[src/rtl/vfpu_dc_pkg.sv]
// Shared types for the VFPU issue arbiter: single-bit port type, arbiter state and datapath width.
package vfpu_dc_pkg;
    typedef logic BIT;
    typedef enum logic [1:0] {RUN, DRAIN, STOP} arb_st_t;
    localparam int VFPU_W = 32;
endpackage

[src/rtl/vfpu_issue_arb_if.sv]
// Requester-lane and VFPU-side signals of the issue arbiter; slave = arbiter, master = lanes/VFPU/bench.
interface vfpu_issue_arb_if #(parameter int NUM_REQ = 4);
    import vfpu_dc_pkg::*;

    BIT [NUM_REQ-1:0]        req_vld;
    BIT [NUM_REQ*VFPU_W-1:0] req_opa;
    BIT [NUM_REQ*VFPU_W-1:0] req_opb;
    BIT [NUM_REQ*VFPU_W-1:0] req_opc;
    BIT [NUM_REQ-1:0]        req_rdy;
    BIT                      op_vld;
    BIT [VFPU_W-1:0]         operand_a;
    BIT [VFPU_W-1:0]         operand_b;
    BIT [VFPU_W-1:0]         operand_c;
    BIT [VFPU_W-1:0]         res;
    BIT                      res_rdy;
    BIT [NUM_REQ-1:0]        rsp_vld;
    BIT [VFPU_W-1:0]         rsp_data;

    modport slave (
        input  req_vld, req_opa, req_opb, req_opc, res, res_rdy,
        output req_rdy, op_vld, operand_a, operand_b, operand_c, rsp_vld, rsp_data
    );

    modport master (
        output req_vld, req_opa, req_opb, req_opc, res, res_rdy,
        input  req_rdy, op_vld, operand_a, operand_b, operand_c, rsp_vld, rsp_data
    );
endinterface

[src/rtl/vfpu_tag_fifo.sv]
// Sync FIFO holding the owning lane of each in-flight op; head visible combinationally on dout.
// Push while full is only legal together with a pop in the same cycle.
module vfpu_tag_fifo
    import vfpu_dc_pkg::*;
#(
    parameter int WIDTH = 2,
    parameter int DEPTH = 8
) (
    input  BIT             clk,
    input  BIT             rst,
    input  BIT             push,
    input  BIT             pop,
    input  BIT [WIDTH-1:0] din,
    output BIT [WIDTH-1:0] dout,
    output BIT             empty,
    output BIT             full
);
    localparam int AW = $clog2(DEPTH);

    BIT [WIDTH-1:0] mem_q [DEPTH];
    BIT [AW:0]      wr_ptr_q, wr_ptr_d;
    BIT [AW:0]      rd_ptr_q, rd_ptr_d;

    assign wr_ptr_d = wr_ptr_q + {{AW{1'b0}}, push};
    assign rd_ptr_d = rd_ptr_q + {{AW{1'b0}}, pop};

    always_ff @(posedge clk) begin
        if (rst) begin
            wr_ptr_q <= '0;
            rd_ptr_q <= '0;
        end else begin
            wr_ptr_q <= wr_ptr_d;
            rd_ptr_q <= rd_ptr_d;
        end
    end

    always_ff @(posedge clk) begin
        if (push) mem_q[wr_ptr_q[AW-1:0]] <= din;
    end

    assign dout  = mem_q[rd_ptr_q[AW-1:0]];
    assign empty = (wr_ptr_q == rd_ptr_q);
    assign full  = (wr_ptr_q[AW] != rd_ptr_q[AW]) && (wr_ptr_q[AW-1:0] == rd_ptr_q[AW-1:0]);
endmodule

[src/rtl/vfpu_issue_arb.sv]
// Round-robin arbiter sharing one pipelined VFPU among NUM_REQ lanes; issue 1 cycle after accept, results routed back 1 cycle after res_rdy.
// Grants stop when MAX_OUT ops are in flight (unless one retires) or while draining; VFPU_ARB_PERF_EN adds perf_issue/perf_stall counters.
module vfpu_issue_arb
    import vfpu_dc_pkg::*;
#(
    parameter int NUM_REQ = 4,
    parameter int MAX_OUT = 8
) (
    input  BIT                  clk,
    input  BIT                  rst,
    vfpu_issue_arb_if.slave     bus,
    input  BIT                  drain,
    output BIT                  idle,
    output BIT                  err_orphan
`ifdef VFPU_ARB_PERF_EN
    ,
    output BIT [31:0]           perf_issue,
    output BIT [31:0]           perf_stall
`endif
);
    localparam int LW = $clog2(NUM_REQ);

    arb_st_t         st_q, st_d;
    BIT [LW-1:0]     ptr_q, ptr_d;
    BIT [LW-1:0]     gnt_idx, cand;
    BIT              gnt_vld, grant_ok, accept;
    BIT [NUM_REQ-1:0] req_rdy_c;
    BIT              tag_empty, tag_full, tag_pop;
    BIT [LW-1:0]     tag_head;
    BIT              op_vld_q;
    BIT [VFPU_W-1:0] opa_q, opb_q, opc_q;
    BIT [NUM_REQ-1:0] rsp_vld_q, rsp_vld_d;
    BIT [VFPU_W-1:0] rsp_data_q;
    BIT              err_q;

    // First requesting lane after the last granted one.
    always_comb begin
        gnt_vld = 1'b0;
        gnt_idx = ptr_q;
        cand    = ptr_q;
        for (int k = 1; k <= NUM_REQ; k++) begin
            cand = LW'((int'(ptr_q) + k) % NUM_REQ);
            if (!gnt_vld && bus.req_vld[cand]) begin
                gnt_vld = 1'b1;
                gnt_idx = cand;
            end
        end
    end

    assign tag_pop  = bus.res_rdy && !tag_empty;
    // A retire in this cycle frees the slot the new op will take.
    assign grant_ok = (st_q == RUN) && !drain && (!tag_full || tag_pop);
    assign accept   = gnt_vld && grant_ok;
    assign ptr_d    = accept ? gnt_idx : ptr_q;

    always_comb begin
        req_rdy_c = '0;
        if (accept) req_rdy_c[gnt_idx] = 1'b1;
    end

    always_comb begin
        rsp_vld_d = '0;
        if (tag_pop) rsp_vld_d[tag_head] = 1'b1;
    end

    always_comb begin
        st_d = st_q;
        case (st_q)
            RUN:     if (drain) st_d = DRAIN;
            DRAIN:   if (!drain) st_d = RUN;
                     else if (tag_empty) st_d = STOP;
            STOP:    if (!drain) st_d = RUN;
            default: st_d = RUN;
        endcase
    end

    vfpu_tag_fifo #(.WIDTH(LW), .DEPTH(MAX_OUT)) u_tag_fifo (
        .clk   (clk),
        .rst   (rst),
        .push  (accept),
        .pop   (tag_pop),
        .din   (gnt_idx),
        .dout  (tag_head),
        .empty (tag_empty),
        .full  (tag_full)
    );

    always_ff @(posedge clk) begin
        if (rst) begin
            st_q       <= RUN;
            ptr_q      <= LW'(NUM_REQ - 1);
            op_vld_q   <= 1'b0;
            opa_q      <= '0;
            opb_q      <= '0;
            opc_q      <= '0;
            rsp_vld_q  <= '0;
            rsp_data_q <= '0;
            err_q      <= 1'b0;
        end else begin
            st_q      <= st_d;
            ptr_q     <= ptr_d;
            op_vld_q  <= accept;
            rsp_vld_q <= rsp_vld_d;
            if (accept) begin
                opa_q <= bus.req_opa[gnt_idx*VFPU_W +: VFPU_W];
                opb_q <= bus.req_opb[gnt_idx*VFPU_W +: VFPU_W];
                opc_q <= bus.req_opc[gnt_idx*VFPU_W +: VFPU_W];
            end
            if (tag_pop) rsp_data_q <= bus.res;
            if (bus.res_rdy && tag_empty) err_q <= 1'b1;
        end
    end

    assign bus.req_rdy   = req_rdy_c;
    assign bus.op_vld    = op_vld_q;
    assign bus.operand_a = opa_q;
    assign bus.operand_b = opb_q;
    assign bus.operand_c = opc_q;
    assign bus.rsp_vld   = rsp_vld_q;
    assign bus.rsp_data  = rsp_data_q;
    assign idle          = tag_empty && !accept;
    assign err_orphan    = err_q;

`ifdef VFPU_ARB_PERF_EN
    BIT [31:0] perf_issue_q, perf_stall_q;

    always_ff @(posedge clk) begin
        if (rst) begin
            perf_issue_q <= '0;
            perf_stall_q <= '0;
        end else begin
            if (accept && perf_issue_q != 32'hFFFF_FFFF) perf_issue_q <= perf_issue_q + 32'd1;
            if ((|bus.req_vld) && !accept && perf_stall_q != 32'hFFFF_FFFF)
                perf_stall_q <= perf_stall_q + 32'd1;
        end
    end

    assign perf_issue = perf_issue_q;
    assign perf_stall = perf_stall_q;
`endif
endmodule

[src/flat_wrapper.sv]
// flat-port wrapper written by rule: the top's interface ports become plain ports
module vfpu_issue_arb_flat import vfpu_dc_pkg::*;
#(
    parameter int NUM_REQ = 4,
    parameter int MAX_OUT = 8
)
  (clk, rst, drain, idle, err_orphan, bus_req_vld, bus_req_opa, bus_req_opb, bus_req_opc, bus_res, bus_res_rdy, bus_req_rdy, bus_op_vld, bus_operand_a, bus_operand_b, bus_operand_c, bus_rsp_vld, bus_rsp_data);
  vfpu_issue_arb_if #(.NUM_REQ(NUM_REQ)) bus_i ();
  input  BIT clk;
  input  BIT rst;
  input  BIT drain;
  output BIT idle;
  output BIT err_orphan;
  input wire logic [$bits(bus_i.req_vld)-1:0] bus_req_vld;
  input wire logic [$bits(bus_i.req_opa)-1:0] bus_req_opa;
  input wire logic [$bits(bus_i.req_opb)-1:0] bus_req_opb;
  input wire logic [$bits(bus_i.req_opc)-1:0] bus_req_opc;
  input wire logic [$bits(bus_i.res)-1:0] bus_res;
  input wire logic [$bits(bus_i.res_rdy)-1:0] bus_res_rdy;
  output wire logic [$bits(bus_i.req_rdy)-1:0] bus_req_rdy;
  output wire logic [$bits(bus_i.op_vld)-1:0] bus_op_vld;
  output wire logic [$bits(bus_i.operand_a)-1:0] bus_operand_a;
  output wire logic [$bits(bus_i.operand_b)-1:0] bus_operand_b;
  output wire logic [$bits(bus_i.operand_c)-1:0] bus_operand_c;
  output wire logic [$bits(bus_i.rsp_vld)-1:0] bus_rsp_vld;
  output wire logic [$bits(bus_i.rsp_data)-1:0] bus_rsp_data;
  assign bus_i.req_vld = bus_req_vld;
  assign bus_i.req_opa = bus_req_opa;
  assign bus_i.req_opb = bus_req_opb;
  assign bus_i.req_opc = bus_req_opc;
  assign bus_i.res = bus_res;
  assign bus_i.res_rdy = bus_res_rdy;
  assign bus_req_rdy = bus_i.req_rdy;
  assign bus_op_vld = bus_i.op_vld;
  assign bus_operand_a = bus_i.operand_a;
  assign bus_operand_b = bus_i.operand_b;
  assign bus_operand_c = bus_i.operand_c;
  assign bus_rsp_vld = bus_i.rsp_vld;
  assign bus_rsp_data = bus_i.rsp_data;
  vfpu_issue_arb #(.NUM_REQ(NUM_REQ), .MAX_OUT(MAX_OUT)) u_core (.clk(clk), .rst(rst), .bus(bus_i), .drain(drain), .idle(idle), .err_orphan(err_orphan));
endmodule
[config.mk]
export PLATFORM = sky130hd
export DESIGN_NAME = vfpu_issue_arb_flat
export DESIGN_NICKNAME = d
export VERILOG_FILES = /design/src/rtl/vfpu_dc_pkg.sv /design/src/rtl/vfpu_issue_arb_if.sv /design/src/rtl/vfpu_tag_fifo.sv /design/src/rtl/vfpu_issue_arb.sv /design/src/flat_wrapper.sv
export SDC_FILE = /design/constraint.sdc
export NUM_CORES = 1
export LEC_CHECK = 0
export ABC_CLOCK_PERIOD_IN_PS = 2340
export BUFFER_PORTS_ARGS = -buffer_cell sky130_fd_sc_hd__buf_2
export CORE_AREA = 2 2 222 224
export DETAILED_ROUTE_END_ITERATION = 6
export DIE_AREA = 0 0 224 226
export SLEW_MARGIN = 10
export SYNTH_ARGS = -nofsm -noshare
export SYNTH_HDL_FRONTEND = slang
export SYNTH_HIERARCHICAL = 1
export SYNTH_SLANG_ARGS = --single-unit
[constraint.sdc]
create_clock -name clk -period 2.34 [get_ports clk]
set_input_delay 0.234 -clock clk [delete_from_list [all_inputs] [get_ports clk]]
set_output_delay 0.234 -clock clk [all_outputs]
set_load 0.05 [all_outputs]
# Word-level counts from Yosys, hierarchy flattened
# Memories as Yosys holds them, arrays and structs flattened. A register that Yosys moved wholly into a read port is not among the register bits.
# Cells that the tools add are included.
[classes] add_sub_neg=6 n_lt_le_gt_ge=8 eq_ne=8 shift=3 muxes=29 n_bitwise=1 reduce_logical=23
[op_table] op="indexed part select 128 x 8 -> 32 bit" n=3
[op_table] op="less-than comparator 2 x 3 -> 1 bit, second input constant" n=6
[op_table] op="2-to-1 mux 2 bit" n=8
[op_table] op="logical AND 1 bit" n=12
[op_table] op="2-to-1 mux 1 bit" n=12
[op_table] op="adder 4 x 1 -> 4 bit" n=2
[op_table] op="binary-select mux 1 bit (select 2 bit)" n=4
[op_table] op="zero test 1 bit" n=7
[op_table] op="one-hot mux 2 bit (3 select lines)" n=1
[op_table] op="adder 2 x 1 -> 2 bit, second input constant" n=2
[op_table] op="adder 2 bit, second input constant" n=2
[op_table] op="demux 1 bit (select 2 bit)" n=2
[op_table] op="== test 4 bit" n=1
[op_table] op="greater-or-equal comparator 2 x 1 -> 1 bit, second input constant" n=2
[op_table] op="2-to-1 mux 4 bit" n=1
[op_table] op="!= test 2 bit, second input constant" n=2
[op_table] op="== test 3 bit" n=1
[op_table] op="2-to-1 mux 3 bit" n=1
[op_table] op="!= test 3 x 2 -> 1 bit, second input constant" n=1
[op_table] op="AND reduction 3 bit" n=1
[op_table] op="== test 2 x 1 -> 1 bit, second input constant" n=1
[op_table] op="== test 2 bit, second input constant" n=1
[op_table] op="zero test 2 bit" n=1
[op_table] op="OR reduction 2 bit" n=1
[op_table] op="other kinds (3)" n=3
[totals] regBits=146 ram_bits=16 input_bits=424 out_inout_bits=139 wordCells=90 memories=1
[memory_table] memory="u_core.u_tag_fifo.mem_q" depth=8 width=2 rd=1 rd_ports_with_merged_regs=1 write_ports=1 line="vfpu_tag_fifo.sv:20" rtl="BIT [WIDTH-1:0] mem_q [DEPTH];"

# Longest topological paths before layout
# Gate-level depths: netlist of run 1.
[logic_depth] ltp_word=18 ltp_mapped=14 ltp_nobuf=11

# Cells and area by module
# The synthesis of run 1 kept the hierarchy.
[modules_own_cells] mod="vfpu_issue_arb" n_inst=1 cells_per_inst=728 area_per_inst_um2=7294.5 seq_area_each_um2=2762.6
[modules_own_cells] mod="vfpu_tag_fifo" n_inst=1 cells_per_inst=70 area_per_inst_um2=1027.2 seq_area_each_um2=640.6

# Worst setup path after synthesis of run 1
# Ideal clock, no wire load.
[synth_path] path_kind="register -> output" start="register u_core/u_tag_fifo/rd_ptr_q[2] (netlist bit)" end="output port bus_req_rdy[0]" arrival_time_ns=2.463 t_required_ns=2.106 setup_slack_ns=-0.357 path_stages_with_launch=10 path_buffers=2 cell_sequence="dfxtp_1 -> clkbuf_1 -> xnor2_1 -> nand3_1 -> nor2b_1 -> nand2b_1 -> buf_2 -> inv_2 -> o211ai_4 -> nor3_1"
[synth_via] elab_chain_cells=7 word_cells_on_any_way=10 classes_between="2 x eq/ne; 1 x mux; 7 x reduce/logical"
[synth_rtl] item="from (decl)" line="vfpu_tag_fifo.sv:22" rtl="BIT [AW:0] rd_ptr_q, rd_ptr_d;"
[synth_rtl] item="from (signal assigned)" line="vfpu_tag_fifo.sv:33" rtl="rd_ptr_q <= rd_ptr_d;"
[synth_rtl] item="== test 4 bit" line="vfpu_tag_fifo.sv:42" rtl="assign empty = (wr_ptr_q == rd_ptr_q);"
[synth_rtl] item="named net u_core.tag_empty" line="vfpu_issue_arb.sv:28" rtl="BIT tag_empty, tag_full, tag_pop;"
[synth_rtl] item="zero test 1 bit" line="vfpu_issue_arb.sv:50" rtl="assign tag_pop = bus.res_rdy && !tag_empty;"
[synth_rtl] item="logical AND 1 bit" line="vfpu_issue_arb.sv:50"
[synth_rtl] item="logical OR 1 bit" line="vfpu_issue_arb.sv:52" rtl="assign grant_ok = (st_q == RUN) && !drain && (!tag_full || tag_pop);"
[synth_rtl] item="logical AND 1 bit" line="vfpu_issue_arb.sv:52"
[synth_rtl] item="logical AND 1 bit" line="vfpu_issue_arb.sv:53" rtl="assign accept = gnt_vld && grant_ok;"
[synth_rtl] item="2-to-1 mux 4 bit" line="vfpu_issue_arb.sv:58" rtl="if (accept) req_rdy_c[gnt_idx] = 1'b1;"
[synth_rtl] item="to (decl)" line="flat_wrapper.sv:20" rtl="output wire logic [$bits(bus_i.req_rdy)-1:0] bus_req_rdy;"
# The timed path passes the listed nets, and every way through them passes these cells.

# Final worst setup path of run 1
[layout_path] start="register u_core/u_tag_fifo/wr_ptr_q[2] (netlist bit)" end="output port idle"
[layout_via] elab_chain_cells=8 word_cells_on_any_way=11 classes_between="2 x eq/ne; 9 x reduce/logical"
[layout_rtl] item="from (decl)" line="vfpu_tag_fifo.sv:21" rtl="BIT [AW:0] wr_ptr_q, wr_ptr_d;"
[layout_rtl] item="from (signal assigned)" line="vfpu_tag_fifo.sv:32" rtl="wr_ptr_q <= wr_ptr_d;"
[layout_rtl] item="== test 4 bit *" line="vfpu_tag_fifo.sv:42"
[layout_rtl] item="named net u_core.tag_empty" line="vfpu_issue_arb.sv:28"
[layout_rtl] item="zero test 1 bit" line="vfpu_issue_arb.sv:50"
[layout_rtl] item="logical AND 1 bit" line="vfpu_issue_arb.sv:50"
[layout_rtl] item="logical OR 1 bit" line="vfpu_issue_arb.sv:52"
[layout_rtl] item="logical AND 1 bit" line="vfpu_issue_arb.sv:52"
[layout_rtl] item="logical AND 1 bit" line="vfpu_issue_arb.sv:53"
[layout_rtl] item="zero test 1 bit" line="vfpu_issue_arb.sv:121" rtl="assign idle = tag_empty && !accept;"
[layout_rtl] item="logical AND 1 bit *" line="vfpu_issue_arb.sv:121"
[layout_rtl] item="to (decl)" line="flat_wrapper.sv:12" rtl="output BIT idle;"
# Mark *: on every way through the listed nets, which the timed path passes. The rest lies on a longest branch.

==> out/metrics.yaml, run 1 <==
ys.flop_type: "dfxtp_1"
cp.arrival_ns: 2.09
die_w_um: 224
p_switching_uw: 4150
path_clk_slew_ns: 0.07
cts_buffers: 17
finalPower_uw: 10400
post-route-period-util: 0.994
vdd_ir_drop_max_v: 0.000427
startpoint_type: "flip-flop"
hold_slack_ns: 0.0531
maxSlewViolCount: 0
remaining_drc_errors: 0
final-setup-viol-count: 0
power_density_mw_per_mm2: 780
dieArea_mm2: 0.0506
critPathKind: "flip-flop to output pin"
fmax_mhz: 430
nFillCells: 5072
synthSimpleGateAreaFrac: 0.108
pin_count: 563
grt_pass1_vias: 8897
wl_um: 33200
hpwl_um: 25500
clock_sinks: 162
antenna_cells: 0
wire_per_inst_um: 16.2
power_frac_clock: 0.284
synth_mux_area_frac: 0.248
fin_worst_skew_ns: 0.0168
ys_types: 39
synth.most_common_cell: "mux2i_1"
netSwitchingFraction: 0.401
critPathCaptureType: "output pin"
firstDrtPassIters: 4
synth-compound-area-share: 0.160
yosysTopAreaCell: "dfxtp_1"
synthAdderAreaFrac: 0.00601
grt_max_degree: 50
status: "completed"
internal_power_uw: 6200
syn_nets: 1226
portBuffers: 562
finalHoldViolations: 0
multiInputGateArea_mm2: 0.00448
yosys-top-cells-count: "mux2i_1, nand2_1, dfxtp_1"
vias_per_cell: 4.24
hold_path.class: "input pin to flip-flop"
place.gp.congestion: 0.860
overflow: 0
sequentialPowerShare: 0.323
drv_cap: 0
rsz0062_at_grt: "yes"
ys_seq_area_frac: 0.409
clock-root-buffer: "clkbuf_16"
netlist_instances: 798
die_h_um: 226
drive_gt1_frac: 0.519
fin_nets: 1846
cts_tree: "built"
grtUsageTotal: 0.125
via_count: 8699
tns_ns: 0
syn_area_per_cell_um2: 10.4
initial_core_util: 0.172
rows: 81
ctsLongestPathBuffers: 2
htree_levels: 4
period_minus_slack_ns: 2.33
p_leak_uw: 0.00658
core_area_mm2: 0.0483
yosys_register_bits: 162
grt_pass1_wl_um: 48000
area_growth_pct: 59.4
cp.required_ns: 2.11
syn_area_mm2: 0.00832
comb_power_share: 0.393
synth_warnings: 6
synth_xor_area_frac: 0.00842
worstMarginPinSlew_ns: 0.429
synth_top_area_frac: 0.351
max-slew-margin-rel: 0.706
first_iter_violations: 273
fin_ws_ns: 0.0137
synth_top_family_by_area: "multiplexers"
antenna_found_initial: 2
antenna_left: 0
crit_fanout: 4
dpl_worst_slack_ns: 0.113
synth_edf_count: 16
async_reset_ff_frac: 0
seqCellArea_mm2: 0.00341
clkLatencyLatePin_ns: 0.47
synthTopCellsByArea: "dfxtp_1, mux2i_1, nand2_1"
[state kept, by name (all words and copies together), names as in the netlist]
register / flops
u_core/bus.operand_a: 32
u_core/bus.op_vld: 1
u_core/bus.operand_c: 32
u_core/u_tag_fifo/mem_q: 16
u_core/u_tag_fifo/rd_ptr_q: 4
u_core/bus.rsp_vld: 4
u_core/bus.operand_b: 32
u_core/ptr_q: 2
u_core/err_orphan: 1
u_core/st_q: 2
u_core/u_tag_fifo/wr_ptr_q: 4
u_core/bus.rsp_data: 32
[critical path, stage by stage, from the launching register on]
cell and delay (ns):
dfxtp_4 0.36, xnor2_2 0.15, nand3_1 0.13, nor2b_2 0.15
nand2b_4 0.15, inv_4 0.04, o211ai_4 0.22, buf_6 0.15
and2_4 0.14, buf_8 0.14
[power by group through the flow]
stage,Clock (uW),Combinational (uW),Sequential [uW]
floorplan,0,1560,4500
global placement,0,3830,3400
detailed placement,0,3870,3400
CTS,3060,4030,3350
global route,3160,4320,3390
finish,2940,4060,3350
[worst paths after layout]
check                                           startpoint                                    end  slack (ns)  depth (start not counted)
setup / recovery  u_core/u_tag_fifo/wr_ptr_q[2]$_SDFF_PP0_                                   idle        0.01                          9
hold / removal                                  bus_res[9]    u_core/bus.rsp_data[9]$_SDFFE_PP0P_        0.05                          3
setup reg to reg              u_core/ptr_q[0]$_SDFFE_PP1P_  u_core/bus.operand_b[15]$_SDFFE_PP0P_        0.10                         10
hold reg to reg       u_core/bus.rsp_data[12]$_SDFFE_PP0P_   u_core/bus.rsp_data[12]$_SDFFE_PP0P_        0.45                          2
[kinds of logic after synthesis]
kind of cell | Yosys count
and+or+nand+nor | 215
muxes | 199
DFF | 162
AOI/OAI and AO/OA | 138
buffers and inverters | 72
xor gates and xnor gates | 8
adders and majority gates | 4
[routing by layer]
| layer | global-route usage | vias up | wire length (um) |
|---|---|---|---|
| li1 | - | 4199 | - |
| met1 | 0.132 | 4095 | 12800 |
| met2 | 0.228 | 368 | 17200 |
| met3 | 0.0440 | 33 | 2630 |
| met4 | 0.0428 | 4 | 541 |
| met5 | 0 | - | 14 |
[area by class of cell]
cell class	instances	share of cell area
inverters	5	0.00179
multi-input cells	564	0.338
clock inverters	15	0.0138
clock buffers	17	0.0321
well taps	622	0.0587
repair buffers	668	0.298
flip-flops and latches	162	0.257
[placed cells by master (no fill, tap or decap), types with 4 or more instances in the layout]
master and n:
buf_12 15, clkbuf_16 19, buf_6 5, o221ai_1 56, xnor2_1 5, ha_1 4, nor2b_1 5, nand2b_1 6
nor3_1 5, dfxtp_2 6, a21oi_1 34, mux2i_1 192, inv_8 5, buf_2 557, mux4_1 4, nand2_1 164
o221ai_2 40, inv_4 4, dfxtp_1 139, nor2_1 16, edfxtp_1 16, dlygate4sd3_1 26, buf_4 61
[through the flow]
stage               cell area [um^2]  utilization  instances
global placement               12000        0.249       1966
CTS                            13100        0.270       2034
detailed placement             12000        0.249       1966
floorplan                       8330            -        798
finish                         13300        0.274       2053
global route                   13300        0.274       2053
[timing repair]
| item | 4_1_cts | 5_1_grt |
|---|---|---|
| gates resized for setup | 21 | 9 |
| endpoints found under the hold margin | 27 | 0 |
| hold buffers | 26 | 0 |
| endpoints found under the setup margin | 5 | 15 |
| gates cloned | 1 | 2 |
| setup buffers | 9 | 17 |
| pin swaps | 5 | 5 |
Note: power is estimated with default switching activity, not from simulation.
==> run 2, diff against run 1 <==
ABC_AREA = 1   (was not set)
CORE_AREA = 2 2 220 222   (was 2 2 222 224)
DIE_AREA = 0 0 222 224   (was 0 0 224 226)
==> run 2 against run 1 <==
Sequential share of layout area decreased by 3.7 points. Highest routed layer unchanged. Clock-buffer cell count increased by 2. The flow now finishes with violations (negative setup slack). Non-clock buffer count increased by 11. Core utilization increased by 5.2 points. Critical path depth increased by 5. Largest cell class unchanged. Total power increased by 140%. Largest power group unchanged. Critical path type unchanged.
==> out/metrics.yaml, run 2 <==
status: "complete, but fails checks"
failed_checks: "negative setup slack"
antenna_found_initial: 5  # +3
yosys_register_bits: 162  # unchanged
r2r-end: "u_core/bus.operand_c[25]$_SDFFE_PP0P_"
p_leak_uw: 0.00846  # +29%
synth_mux_area_frac: 0  # -0.248
hpwl_um: 34300  # +35%
htree_levels: 4  # unchanged
dieArea_mm2: 0.0497  # -1.8%
synthSimpleGateAreaFrac: 0.442  # +0.333
cts_buffers: 17  # unchanged
fin_ws_ns: -0.113  # -0.126 ns
async_reset_ff_frac: 0  # unchanged
worstMarginPinSlew_ns: 0.708  # +0.279 ns
synth_xor_area_frac: 0.00809  # -0.000334
antenna_left: 0  # unchanged
crit_fanout: 8  # +4
syn_area_mm2: 0.0104  # +25%
ys_types: 29  # -26%
holdPathEnd: "u_core/bus.rsp_data[8]$_SDFFE_PP0P_"
drive_gt1_frac: 0.322  # -0.197
postPlaceCellArea_mm2: 0.0140  # +16%
grt_pass1_wl_um: 69600  # +45%
cts_tree: "built"
ctsLongestPathBuffers: 2  # unchanged
netlist_instances: 1731  # +120%
ys_seq_area_frac: 0.328  # -0.0807
worst_path_largest_cell_delay_ns: 0.41  # +0.05 ns
vias_per_cell: 4.48  # +5.7%
wire_per_inst_um: 16.0  # -0.97%
die_w_um: 222  # -0.89%
hold_path.class: "input pin to flip-flop"
place.gp.congestion: 0.849  # -1.3%
tns_ns: -0.337  # -0.337 ns
syn_area_per_cell_um2: 5.99  # -43%
fmax_mhz: 408  # -5.2%
post-route-period-util: 1.05  # +0.0540
netSwitchingFraction: 0.558  # +0.156
synth.most_common_cell: "nand2_1"
final_util: 0.327  # +0.0523
r2r.worst_path.cells: 12  # +2
cp_slowest_cell: "dfxtp_4"
grt_max_degree: 61  # +22%
path_cells: "inv_8, nand2_1, nand2_4, nand2_4, nand2_4, nor2_4, nand2_2, inv_2, nand2_2, nand2_4, buf_12, nand2_8, nor2_4, buf_8"
hold_slack_ns: 0.0479  # -0.00520 ns
rows: 80  # -1.2%
clock_sinks: 162  # unchanged
p_switching_uw: 13900  # +230%
max-slew-margin-rel: 0.528  # -0.178
hp-start: "bus_res[8]"
clock-root-buffer: "clkbuf_16"
synth_edf_count: 16  # unchanged
pin_count: 563  # unchanged
cp.arrival_ns: 2.22  # +0.13 ns
remaining_drc_errors: 0  # unchanged
die_h_um: 224  # -0.88%
worst_path_most_repeated_cell: "nand2_4"
maxSlewViolCount: 0  # unchanged
vdd_ir_drop_max_v: 0.000824  # +93%
startpoint_type: "flip-flop"
hold_depth: 3  # unchanged
finalHoldViolations: 0  # unchanged
path_clk_slew_ns: 0.07  # about the same
grtUsageTotal: 0.183  # +0.0579
period_minus_slack_ns: 2.45  # +0.126 ns
core_area_mm2: 0.0473  # -2.1%
synth-compound-area-share: 0.0683  # -0.0920
ys.flop_type: "dfxtp_1"
comb_power_share: 0.712  # +0.319
synth_top_area_frac: 0.282  # -0.0693
power_density_mw_per_mm2: 1610  # +110%
yosys-top-cells-count: "nand2_1, nand3_1, inv_1"
via_count: 13100  # +51%
synth_warnings: 6  # unchanged
drv_cap: 0  # unchanged
clkLatencyLatePin_ns: 0.48  # about the same
firstDrtPassIters: 5  # +1
layout_commonest_cell: "buf_2"
cp.required_ns: 2.11  # about the same
finalPower_uw: 24800  # +140%
stdcell_area_mm2: 0.0155  # +17%
overflow: 0  # unchanged
area_growth_pct: 49.2
fin_nets: 2730  # +48%
wl_um: 47000  # +41%
grt_pass1_vias: 12400  # +39%
synthTopCellsByArea: "dfxtp_1, nand2_1, nand3_1"
final-setup-viol-count: 4  # +4
ff2ff_setup_slack_ns: 0.11  # about the same
synthAdderAreaFrac: 0.00483  # -0.00119
syn_nets: 2159  # +76%
power_frac_clock: 0.114  # -0.170
synth_top_family_by_area: "simple AND/OR/NAND/NOR gates"
rsz0062_at_grt: "yes"
fin_worst_skew_ns: 0.00863  # -0.00815 ns
yosysTopAreaCell: "dfxtp_1"
first_iter_violations: 874  # +220%
r2r-start: "u_core/ptr_q[0]$_SDFFE_PP1P_"
initial_core_util: 0.219  # +0.0468
sequentialPowerShare: 0.174  # -0.149
portBuffers: 562  # unchanged
final_cell_mix: "buf_2, nand2_1, nand3_1"
internal_power_uw: 11000  # +77%
critPathKind: "flip-flop to output pin"
nFillCells: 5275  # +4.0%
critPathCaptureType: "output pin"
## run 2: cell types whose count changed in the layout (fill, tap and decap cells not counted), sizes merged, moves of 6 or more
| cell | previous run | this run |
|---|---|---|
| o221ai | 96 | 0 |
| buf | 639 | 650 |
| a21oi | 35 | 101 |
| nor2 | 20 | 88 |
| inv | 15 | 239 |
| nand2b | 8 | 0 |
| nand2 | 166 | 563 |
| nor2b | 6 | 0 |
| nand3 | 3 | 402 |
| o21ai | 3 | 37 |
| mux2i | 192 | 0 |
## run 2: worst max-delay path by stage
| stage | start | end | slack, ns |
|---|---|---|---|
| finish | u_core/ptr_q[0]$_SDFFE_PP1P_ | bus_req_rdy[0] | -0.11 |
| global route | u_core/ptr_q[0]$_SDFFE_PP1P_ | bus_req_rdy[2] | -0.22 |
| CTS | u_core/ptr_q[0]$_SDFFE_PP1P_ | bus_req_rdy[3] | -0.08 |
| detailed placement | u_core/ptr_q[0]$_SDFFE_PP1P_ | bus_req_rdy[3] | -0.09 |
| global placement | u_core/ptr_q[0]$_SDFFE_PP1P_ | bus_req_rdy[3] | -0.15 |
| floorplan | u_core/u_tag_fifo/rd_ptr_q[0]$_SDFF_PP0_ | bus_req_rdy[2] | -0.41 |
## run 2: critical path: cells and delay by family, from the launching register on
family        cells  cell delay, ns
simple gates     10            0.90
buf+inv           4            0.42
flops             1            0.41
## run 2: cells by family after synthesis
kind of cell | after synthesis
AOI/OAI and AO/OA | 140
and+or+nand+nor | 1060
buffers and inverters | 358
adders and majority gates | 4
DFF | 162
xor gates and xnor gates | 7
## run 2: area by class of cell
| class | count | area, um^2 | share of cell area |
|---|---|---|---|
| flip-flops and latches | 162 | 3410 | 0.221 |
| repair buffers | 679 | 4140 | 0.267 |
| diodes | 4 | 10.0 | 0.000647 |
| clock inverters | 12 | 108 | 0.00696 |
| multi-input cells | 1211 | 5680 | 0.367 |
| clock buffers | 19 | 464 | 0.0300 |
| well taps | 615 | 769 | 0.0497 |
| inverters | 231 | 895 | 0.0578 |
## run 2: power by group through the flow
stage / logic (uW) / clock network (uW) / registers, uW
floorplan: 8050 / 0 / 7370
global placement: 16200 / 0 / 4350
detailed placement: 16200 / 0 / 4370
CTS: 17100 / 2950 / 4320
global route: 19100 / 3060 / 4440
finish: 17700 / 2840 / 4330
## run 2: per-layer routing
metal | track usage | vias up | wire length [um]
met5 | 0 | - | 13
met4 | 0.0959 | 2 | 2000
met3 | 0.0472 | 83 | 3490
met2 | 0.302 | 583 | 22100
met1 | 0.218 | 5854 | 19300
li1 | - | 6612 | -
## run 2: repair_timing
| item | in CTS | in global routing |
|---|---|---|
| cloned | 2 | 1 |
| endpoints found under the setup margin | 12 | 51 |
| hold buffers | 26 | 0 |
| gates resized for setup | 50 | 43 |
| setup buffers | 9 | 14 |
| endpoints found under the hold margin | 27 | 0 |
| pin swaps | 12 | 21 |
## run 2: metrics by stage
step	setup slack [ns]	cells
after CTS	-0.0817	2914
after global placement	-0.147	2846
after global routing	-0.220	2933
after detailed placement	-0.0852	2846
after floorplan	-0.409	1731
final	-0.113	2933
